### src/rtl/stump_cc_unit.sv
// stump_cc_unit: Stump condition-code register, branch condition evaluation,
// interrupt shadow and saturating taken-branch counter.
module stump_cc_unit #(
   parameter bit BYPASS = 1'b0,
   parameter int CNT_W  = 16
) (
   input  logic             clk,
   input  logic             rst_n,
   input  logic [3:0]       flags_in,
   input  logic             flags_we,
   input  logic             save,
   input  logic             restore,
   input  logic             eval_req,
   input  logic [3:0]       cond,
   input  logic             cnt_clr,
   output logic             eval_valid,
   output logic             taken,
   output logic [3:0]       cc_out,
   output logic [CNT_W-1:0] taken_cnt
);
   logic [3:0]  shadow, ev;
   logic [15:0] tbl;
   logic        n, z, v, c, res;
   always_comb begin
      // a same-cycle restore wins the CC write, so flags_in is not forwarded then
      ev = (BYPASS && flags_we && !restore) ? flags_in : cc_out;
      {n, z, v, c} = ev;
      tbl = {z | (n ^ v), ~z & ~(n ^ v), n ^ v, ~(n ^ v), n, ~n, v, ~v,
             z, ~z, c, ~c, c | z, ~c & ~z, 1'b0, 1'b1};
      res = tbl[cond];
   end
   always_ff @(posedge clk or negedge rst_n) begin
      if (!rst_n) begin
         cc_out     <= '0;
         shadow     <= '0;
         eval_valid <= 1'b0;
         taken      <= 1'b0;
         taken_cnt  <= '0;
      end else begin
         if (restore) cc_out <= shadow;
         else if (flags_we) cc_out <= flags_in;
         if (save) shadow <= cc_out;
         eval_valid <= eval_req;
         if (eval_req) taken <= res;
         if (cnt_clr) taken_cnt <= '0;
         else if (eval_req && res && taken_cnt != '1) taken_cnt <= taken_cnt + CNT_W'(1);
      end
   end
endmodule
### config.mk
export PLATFORM = sky130hd
export DESIGN_NAME = stump_cc_unit
export DESIGN_NICKNAME = d
export VERILOG_FILES = /design/src/rtl/stump_cc_unit.sv
export SDC_FILE = /design/constraint.sdc
export NUM_CORES = 1
export LEC_CHECK = 0
export CAP_MARGIN = 40
export CELL_PAD_IN_SITES_DETAIL_PLACEMENT = 1
export CELL_PAD_IN_SITES_GLOBAL_PLACEMENT = 1
export CORE_UTILIZATION = 34
export CTS_BUF_LIST = sky130_fd_sc_hd__clkbuf_8
export DETAILED_ROUTE_END_ITERATION = 6
export MAX_ROUTING_LAYER = met4
export PLACE_DENSITY = 0.87
export SETUP_SLACK_MARGIN = 0.4
export SYNTH_ARGS = -nofsm -noshare
export SYNTH_HDL_FRONTEND = slang
export SYNTH_SLANG_ARGS = --single-unit
export TNS_END_PERCENT = 50
### constraint.sdc
create_clock -name clk -period 1.8 [get_ports clk]
set_input_delay 0.45 -clock clk [delete_from_list [all_inputs] [get_ports clk]]
set_output_delay 0.45 -clock clk [all_outputs]
set_load 0.02 [all_outputs]
# Word level (Yosys, flattened, before mapping)
# Index checks and enable logic that the tools add are counted.
op_classes:
  n_addsub: 1
  mul: 0
  div_mod_pow: 0
  order_cmp: 1
  eq_ne: 1
  n_shift: 0
  mux: 6
  n_bitwise: 10
  reduce_logical: 4
op_table:
  columns: ["operator", "count"]
  rows:
  - ["16-bit 2-to-1 mux", 2]
  - ["16-bit by 1-bit adder with 16-bit output (second input constant)", 1]
  - ["16-bit != test (second input constant)", 1]
  - ["4-bit 2-to-1 mux", 2]
  - ["4-bit by 5-bit less-than comparator with 1-bit output (second input constant)", 1]
  - ["1-bit NOT", 5]
  - ["1-bit binary-select mux with 4-bit select", 1]
  - ["2-bit nonzero test", 2]
  - ["1-bit AND", 2]
  - ["1-bit logical AND", 2]
  - ["1-bit OR", 2]
  - ["1-bit 2-to-1 mux", 1]
  - ["1-bit XOR", 1]
word_totals:
  register_bits: 26
  latch_bits: 0
  ram_bits: 0
  romBits: 0
  output_inout_bits: 22
  wordCells: 28
  n_memories: 0

# Depth between registers and ports, before layout
# Gate-level depths: netlist (run 1).
depth:
  depth_word: 9
  mapped_depth: 7
  mapped_depth_nobuf: 7

# Least setup slack after synthesis (run 1)
# OpenSTA, ideal clock, no wires.
synth_path:
  path_type: "flip-flop to flip-flop"
  start: "reg taken_cnt[0]"
  end: "reg taken_cnt[1]"
  setup_ns: 0.132
  arrival_ns: 1.890
  required_ns: 1.668
  path_slack_ns: -0.222
  path_stages_with_launch: 8
  n_path_buf: 0
  period_less_slack_ns: 2.022
  cell_sequence: "dfrtp_1 ha_1 nand3_1 nor3_1 a21oi_1 mux2i_2 mux2i_1 nor2_1"
synth_via:
  elab_chain_cells: 3
synth_lines:
  columns: ["element", "line", "source"]
  rows:
  - ["start, declared", "19", "output logic [CNT_W-1:0] taken_cnt"]
  - ["start signal, assigned", "46", "else if (eval_req && res && taken_cnt != '1) taken_cnt <= taken_cnt + CNT_W'(1);"]
  - ["16-bit by 1-bit adder with 16-bit output or 16-bit != test (tied branches)", "46", null]
  - ["16-bit 2-to-1 mux or 1-bit logical AND (tied branches)", "46", null]
  - ["16-bit 2-to-1 mux or 2-bit nonzero test (tied branches)", null, null]
# Parallel ways exist; a longest one is shown, timed or not. The select of a mux whose other input is x is not followed.
# A chain may end at the register's enable or synchronous reset.

# Worst setup path in the final report (run 1)
layout_path:
  start: "in cond[0]"
  end: "reg taken_cnt[10]"
layout_via:
  elab_chain_cells: 5
layout_lines:
  columns: ["element", "line", "source"]
  rows:
  - ["start, declared", "14", "input logic [3:0] cond,"]
  - ["1-bit binary-select mux with 4-bit select", "30", "res = tbl[cond];"]
  - ["1-bit 2-to-1 mux (not written as such)", "30", null]
  - ["1-bit logical AND (2 in a row)", "46", null]
  - ["2-bit nonzero test (no line)", null, null]
# No other way between the ends. The select of a mux whose other input is x is not followed.

==> flow_summary.json, run 1 <==
{
  "fin_crit_sh_pct": 115,
  "gr-total-overflow": 0,
  "finalHoldViolCount": 0,
  "drc": 0,
  "fp.dieH_um": 66.9,
  "io_pins": 37,
  "endpoint_kind": "flop",
  "finClkSkew_ns": 0.0108,
  "ctsHoldBuffers": 0,
  "worstPathMaxFanout": 7,
  "violations": "setup timing",
  "grt_util_met1_pct": 25.8,
  "syn_nets": 159,
  "netlist_instances": 143,
  "critPathBufInv": 1,
  "cts_buffers": 3,
  "routed_wl_um": 5090,
  "rsz0062_at_grt": "yes",
  "setup_viol": 17,
  "grt_use_met2_pct": 48.1,
  "gp_congestion": 0.817,
  "start_util_pct": 35.6,
  "holdWs_ns": 0.517,
  "clk_latency_ns": 0.29,
  "ys_types": 37,
  "crit_arrival_ns": 2.30,
  "place_inst": 258,
  "grt_use_met3_pct": 2.91,
  "relSlewSlack_pct": 66.7,
  "cp_data_required_time_ns": 2.02,
  "crit_start": "cond[0]",
  "drt_iter0_drc": 61,
  "track_usage_pct": 24.9,
  "start_kind": "input port",
  "synth_area_leaders": "dfrtp_1, mux2_2, a21oi_1",
  "yosys.area.top_type": "dfrtp_1",
  "grt_max_degree": 27,
  "path_cells": "clkdlybuf4s50_1 -> nand2b_1 -> a211oi_1 -> mux2i_4 -> or3_1 -> a21oi_2",
  "nFillCells": 440,
  "antenna_found_initial": 0,
  "fp-row-count": 23,
  "clk_pin_slew_ns": 0.10,
  "vias": 1437,
  "hp-class": "flop to flop",
  "finalCriticalPeriod_ns": 2.07,
  "worst-path-stages": 6,
  "htreeDepth": 1,
  "drive_above_1_share_pct": 48.1,
  "grt-busiest-layer": "met2",
  "root_buffer": "clkbuf_8",
  "rrSetupSlack_ns": -0.24,
  "synth_top_area_share_pct": 45.4,
  "die-area_um2": 4480,
  "p_leak_uw": 0.00101,
  "drv_cap": 0,
  "ant_nets": 0,
  "wl_per_cell_um": 19.3,
  "maxSlewViolCount": 0,
  "peakVddDrop_mv": 0.647,
  "reg2regPathDepth": 6,
  "viasPerCell": 5.44,
  "yosysSeqAreaShare_pct": 45.4,
  "timing.fmax_mhz": 483,
  "cts_tree": "done",
  "final_nets": 231,
  "grt_pass1_vias": 1604,
  "slowest_delay_ns": 0.48,
  "grt_pass1_wl_um": 7910,
  "synth_area_um2": 1430,
  "power-per-cell-area_nw_per_um2": 647,
  "total_power_uw": 1520,
  "first_pass_iters": 4,
  "synth_warnings": 0,
  "setup_ws_ns": -0.272,
  "port_buffers": 36,
  "stdcell_count": 264,
  "pre_cts_ws_ns": -0.887,
  "ys_ff_latch": 26,
  "cts_buffer_depth": 2,
  "worst_pin_slew_ns": 0.497,
  "post-dp-hpwl_um": 3500,
  "r2r-start": "cc_out[3]$_DFFE_PN0P_",
  "status": "complete, but fails checks",
  "worstReg2RegEnd": "taken_cnt[5]$_DFFE_PN0P_",
  "endpoint": "taken_cnt[10]$_DFFE_PN0P_",
  "areaGrowthSynthToFinish_pct": 64.5,
  "insertedDiodeCount": 0,
  "fp.dieW_um": 66.9,
  "core_um2": 4030,
  "cp_top_family": "simple AND/OR/NAND/NOR gates",
  "syn_area_per_cell_um2": 10.0,
  "cts_sinks": 26,
  "critPathKind": "input port to flop",
  "slowest_stage": "clkdlybuf4s50_1"
}
cell usage in the layout (no fill, tap or decap), drive strengths merged, types with 2 or more instances in the layout:
master / n
buf: 57
dfrtp: 26
a21oi: 14
nand2: 13
clkdlybuf4s50: 11
o21ai: 10
nor2: 8
mux2i: 8
nand3: 7
mux2: 7
or3: 6
clkbuf: 5
nand4: 4
a31o: 4
xor2: 4
inv: 3
nand2b: 3
and3: 3
and4: 2
a211oi: 2
nor2b: 2
a221oi: 2
cells in the mapped netlist:
library cell,n
o21ai_0,10
or3_1,6
o31a_1,1
buf_1,1
and3_1,3
a221oi_1,1
a21bo_2,1
nand2_1,13
a31o_2,4
a211oi_1,2
mux2_4,1
and4_1,2
a21oi_4,1
clkbuf_2,1
nand3b_1,1
nor3b_1,1
a31oi_1,1
nand2b_1,3
dfrtp_1,26
mux2_2,6
nor2b_1,2
mux2i_1,5
o21ba_2,1
nand3_1,7
nor2_1,8
ha_1,1
xor2_1,4
xnor2_2,1
a21oi_1,13
inv_1,3
nand4_1,4
a221oi_2,1
mux2i_2,3
clkbuf_1,2
nor3_1,1
nor4_1,1
and2_1,1
sequential cells by signal, indices dropped and copies added, names as in the netlist:
register	cells
shadow	4
taken	1
cc_out	4
taken_cnt	16
eval_valid	1
how the worst min path moves through the flow:
stage,startpoint,to,slack [ns],cells past startpoint
global placement,shadow[0]$_DFFE_PN0P_,cc_out[0]$_DFFE_PN0P_,0.47,2
floorplan,rst_n,cc_out[0]$_DFFE_PN0P_,0.15,0
detailed placement,shadow[0]$_DFFE_PN0P_,shadow[0]$_DFFE_PN0P_,0.50,1
global route,taken$_DFFE_PN0P_,taken$_DFFE_PN0P_,0.54,1
finish,shadow[1]$_DFFE_PN0P_,cc_out[1]$_DFFE_PN0P_,0.52,2
CTS,shadow[0]$_DFFE_PN0P_,shadow[0]$_DFFE_PN0P_,0.52,1
repair_timing:
| item | CTS | global route |
|---|---|---|
| pin swaps | 13 | 9 |
| buffers inserted | 2 | 0 |
| endpoints found under the setup margin | 39 | 36 |
| gates resized for setup | 155 | 12 |
routing by layer:
metal	wire length (um)	share of wire, %
met1	2020	40
met2	2800	55
met3	197	3.9
met4	76	1.5
met5	0	0
layout make-up:
| type | count | area [um^2] | share of cell area (%) |
|---|---|---|---|
| Clock buffer | 4 | 55.1 | 2.34 |
| Inverter | 3 | 11.3 | 0.478 |
| Multi-Input combinational cell | 110 | 892 | 37.9 |
| Sequential cell | 26 | 657 | 27.9 |
| Tap cell | 50 | 62.6 | 2.66 |
| Timing Repair Buffer | 71 | 678 | 28.8 |
per-stage QoR:
stage | area (um^2) | utilization, % | TNS, ns
global route | 2360 | 58.5 | -4.49
floorplan | 1470 | - | -1.14
finish | 2360 | 58.5 | -3.47
global placement | 2120 | 52.7 | -11.80
CTS | 2320 | 57.6 | -3.26
detailed placement | 2120 | 52.7 | -14.02
power breakdown:
part	leakage, uW	switching (uW)	total (uW)	internal, uW
registers	0.000339	37.6	670	633
logic	0.000644	211	455	243
clock network	0.0000288	203	400	197
total	0.00101	452	1520	1070
logic make-up (layout without fill, tap and decap cells):
| kind of cell | Yosys count | count (layout) | synth area share, % |
|---|---|---|---|
| AO/OA/AOI/OAI | 36 | 36 | 16.8 |
| multiplexers | 15 | 15 | 12.1 |
| buffers and inverters | 7 | 78 | 1.92 |
| XOR/XNOR | 5 | 5 | 3.58 |
| AND/OR/NAND/NOR | 53 | 53 | 19.3 |
| adder cells (fa/ha/maj) | 1 | 1 | 0.873 |
| flip-flops | 26 | 26 | 45.4 |
worst reg2reg max path, delay by kind of cell, from the launching register on:
family         cells  cell delay, ns
AO/OA/AOI/OAI      4            0.95
multiplexers       2            0.53
flip-flops         1            0.45
No activity file was read; power rests on OpenSTA's default activity.
==> run 2: changes to the inputs <==
Settings changed: CAP_MARGIN 40 to 20, CORE_UTILIZATION 34 to 44, DONT_BUFFER_PORTS set to 1, PLACE_DENSITY 0.87 to 0.86.
==> run 2 against run 1 <==
The flow still finishes with violations (setup timing). First-iteration DRC count down 18%. Critical path depth did not move. Non-clock buffer count decreased by 40. Design area is 17% lower. Maximum frequency grew 2.7%. Sequential power increased by 1%. Global-route usage rose by 3.7 points. Clock skew down 0.0098 ns. Clock power is 24% higher. Combinational power fell by 31%. Register-to-register slack better by 0.02 ns. Count of clock-buffer cells in the layout is 1 lower. Critical endpoint is now taken_cnt[5]$_DFFE_PN0P_.
==> flow_summary.json, run 2 (synthesis results as in run 1) <==
{
  "grt_use_met3_pct": 5.24,
  "finalHoldViolCount": 0,
  "die-area_um2": 3490,
  "vias": 1285,
  "gr-total-overflow": 0,
  "drt_iter0_drc": 50,
  "timing.fmax_mhz": 496,
  "power-per-cell-area_nw_per_um2": 760,
  "start_kind": "flop",
  "final_util_pct": 63.4,
  "p_leak_uw": 0.000806,
  "finalSetupTns_ns": -2.81,
  "largest_reg_flops": 16,
  "cts_tree": "done",
  "track_usage_pct": 28.6,
  "drv_cap": 0,
  "areaGrowthSynthToFinish_pct": 36.2,
  "gp_congestion": 0.735,
  "worst_pin_slew_ns": 0.425,
  "critPathBufInv": 0,
  "setup_ws_ns": -0.217,
  "crit_arrival_ns": 2.20,
  "insertedDiodeCount": 0,
  "design_area_um2": 1950,
  "fin_crit_sh_pct": 112,
  "io_pins": 37,
  "cp_top_family": "compound AO/OA/AOI/OAI gates",
  "grt_use_met2_pct": 50.8,
  "fp.dieH_um": 59.1,
  "antenna_found_initial": 0,
  "htreeDepth": 1,
  "drive_above_1_share_pct": 44.0,
  "finClkSkew_ns": 0.00101,
  "maxSlewViolCount": 0,
  "path_cells": "mux2_4 -> a221oi_4 -> a21oi_4 -> mux2i_4 -> o31a_1 -> o21ba_2",
  "drc": 0,
  "post-dp-hpwl_um": 2960,
  "endpoint_kind": "flop",
  "worstHoldStart": "eval_req",
  "setup_viol": 17,
  "grt_pass1_wl_um": 7020,
  "violations": "setup timing",
  "r2r-start": "cc_out[3]$_DFFE_PN0P_",
  "final_common_cell": "buf_4",
  "relSlewSlack_pct": 71.6,
  "core_um2": 3080,
  "holdWs_ns": 0.189,
  "start_util_pct": 46.5,
  "hp-class": "input port to flop",
  "root_buffer": "clkbuf_8",
  "status": "complete, but fails checks",
  "place_area_um2": 1720,
  "fp.dieW_um": 59.1,
  "grt_pass1_vias": 1472,
  "slowest_stage": "dfrtp_2",
  "slowest_delay_ns": 0.45,
  "clk_pin_slew_ns": 0.09,
  "viasPerCell": 5.87,
  "rsz0062_at_grt": "yes",
  "clk_latency_ns": 0.28,
  "ant_nets": 0,
  "wl_per_cell_um": 19.8,
  "reg_top3": "taken_cnt x16, cc_out x4, shadow x4",
  "final_cell_mix": "buf_4, dfrtp_1, nand2_1",
  "largest_register": "taken_cnt",
  "fp-row-count": 20,
  "crit_start": "cc_out[3]$_DFFE_PN0P_",
  "cts_sinks": 26,
  "first_pass_iters": 4,
  "grt_util_met1_pct": 30.3,
  "cp_data_required_time_ns": 1.98,
  "critPathKind": "flop to flop",
  "grt_max_degree": 27,
  "grt-busiest-layer": "met2",
  "routed_wl_um": 4340,
  "finalCriticalPeriod_ns": 2.02,
  "cts_buffer_depth": 2,
  "peakVddDrop_mv": 0.512,
  "cts_buffers": 3,
  "worstPathMaxFanout": 8,
  "port_buffers": 0,
  "final_nets": 192
}
## run 2: metrics by stage
stage	worst slack, ns	instances	power (uW)
floorplan	-0.164	143	863
global placement	-0.190	211	926
detailed placement	-0.300	211	945
CTS	-0.246	219	1490
global route	-0.335	219	1540
finish	-0.217	219	1480
## run 2: cell type report
type | count | area [um^2]
Sequential cell | 26 | 657
Tap cell | 44 | 55.1
Clock inverter | 1 | 30.0
Timing Repair Buffer | 31 | 259
Inverter | 3 | 11.3
Fill cell | 339 | 1130
Multi-Input combinational cell | 111 | 898
Clock buffer | 3 | 41.3
## run 2: worst paths after layout
path                                       endpoint  slack (ns)  depth (start not counted)
min in group asynchronous  taken_cnt[3]$_DFFE_PN0P_        0.59                          2
min reg2reg                   cc_out[3]$_DFFE_PN0P_        0.50                          2
max reg2reg                taken_cnt[5]$_DFFE_PN0P_       -0.22                          6
max                        taken_cnt[5]$_DFFE_PN0P_       -0.22                          6
max in group asynchronous  taken_cnt[1]$_DFFE_PN0P_        1.04                          2
min                            eval_valid$_DFF_PN0_        0.19                          0
## run 2: power by group
group	switching, uW	total (uW)	internal (uW)
Sequential	43.8	677	633
Combinational	152	313	161
Clock	197	495	298
## run 2: timing repair
action                     CTS  global route
hold endpoints to repair    26             0
pin swaps                    9             6
hold buffers                 2             0
resized for setup           19             6
setup endpoints to repair   18            18
buffers inserted             1             0
cloned                       1             0
## run 2: layer usage
| metal | vias up | part of all wire [%] |
|---|---|---|
| met3 | 10 | 4.7 |
| met2 | 36 | 54 |
| li1 | 590 | - |
| met4 | 0 | 2.3 |
| met1 | 649 | 39 |
| met5 | - | 0 |
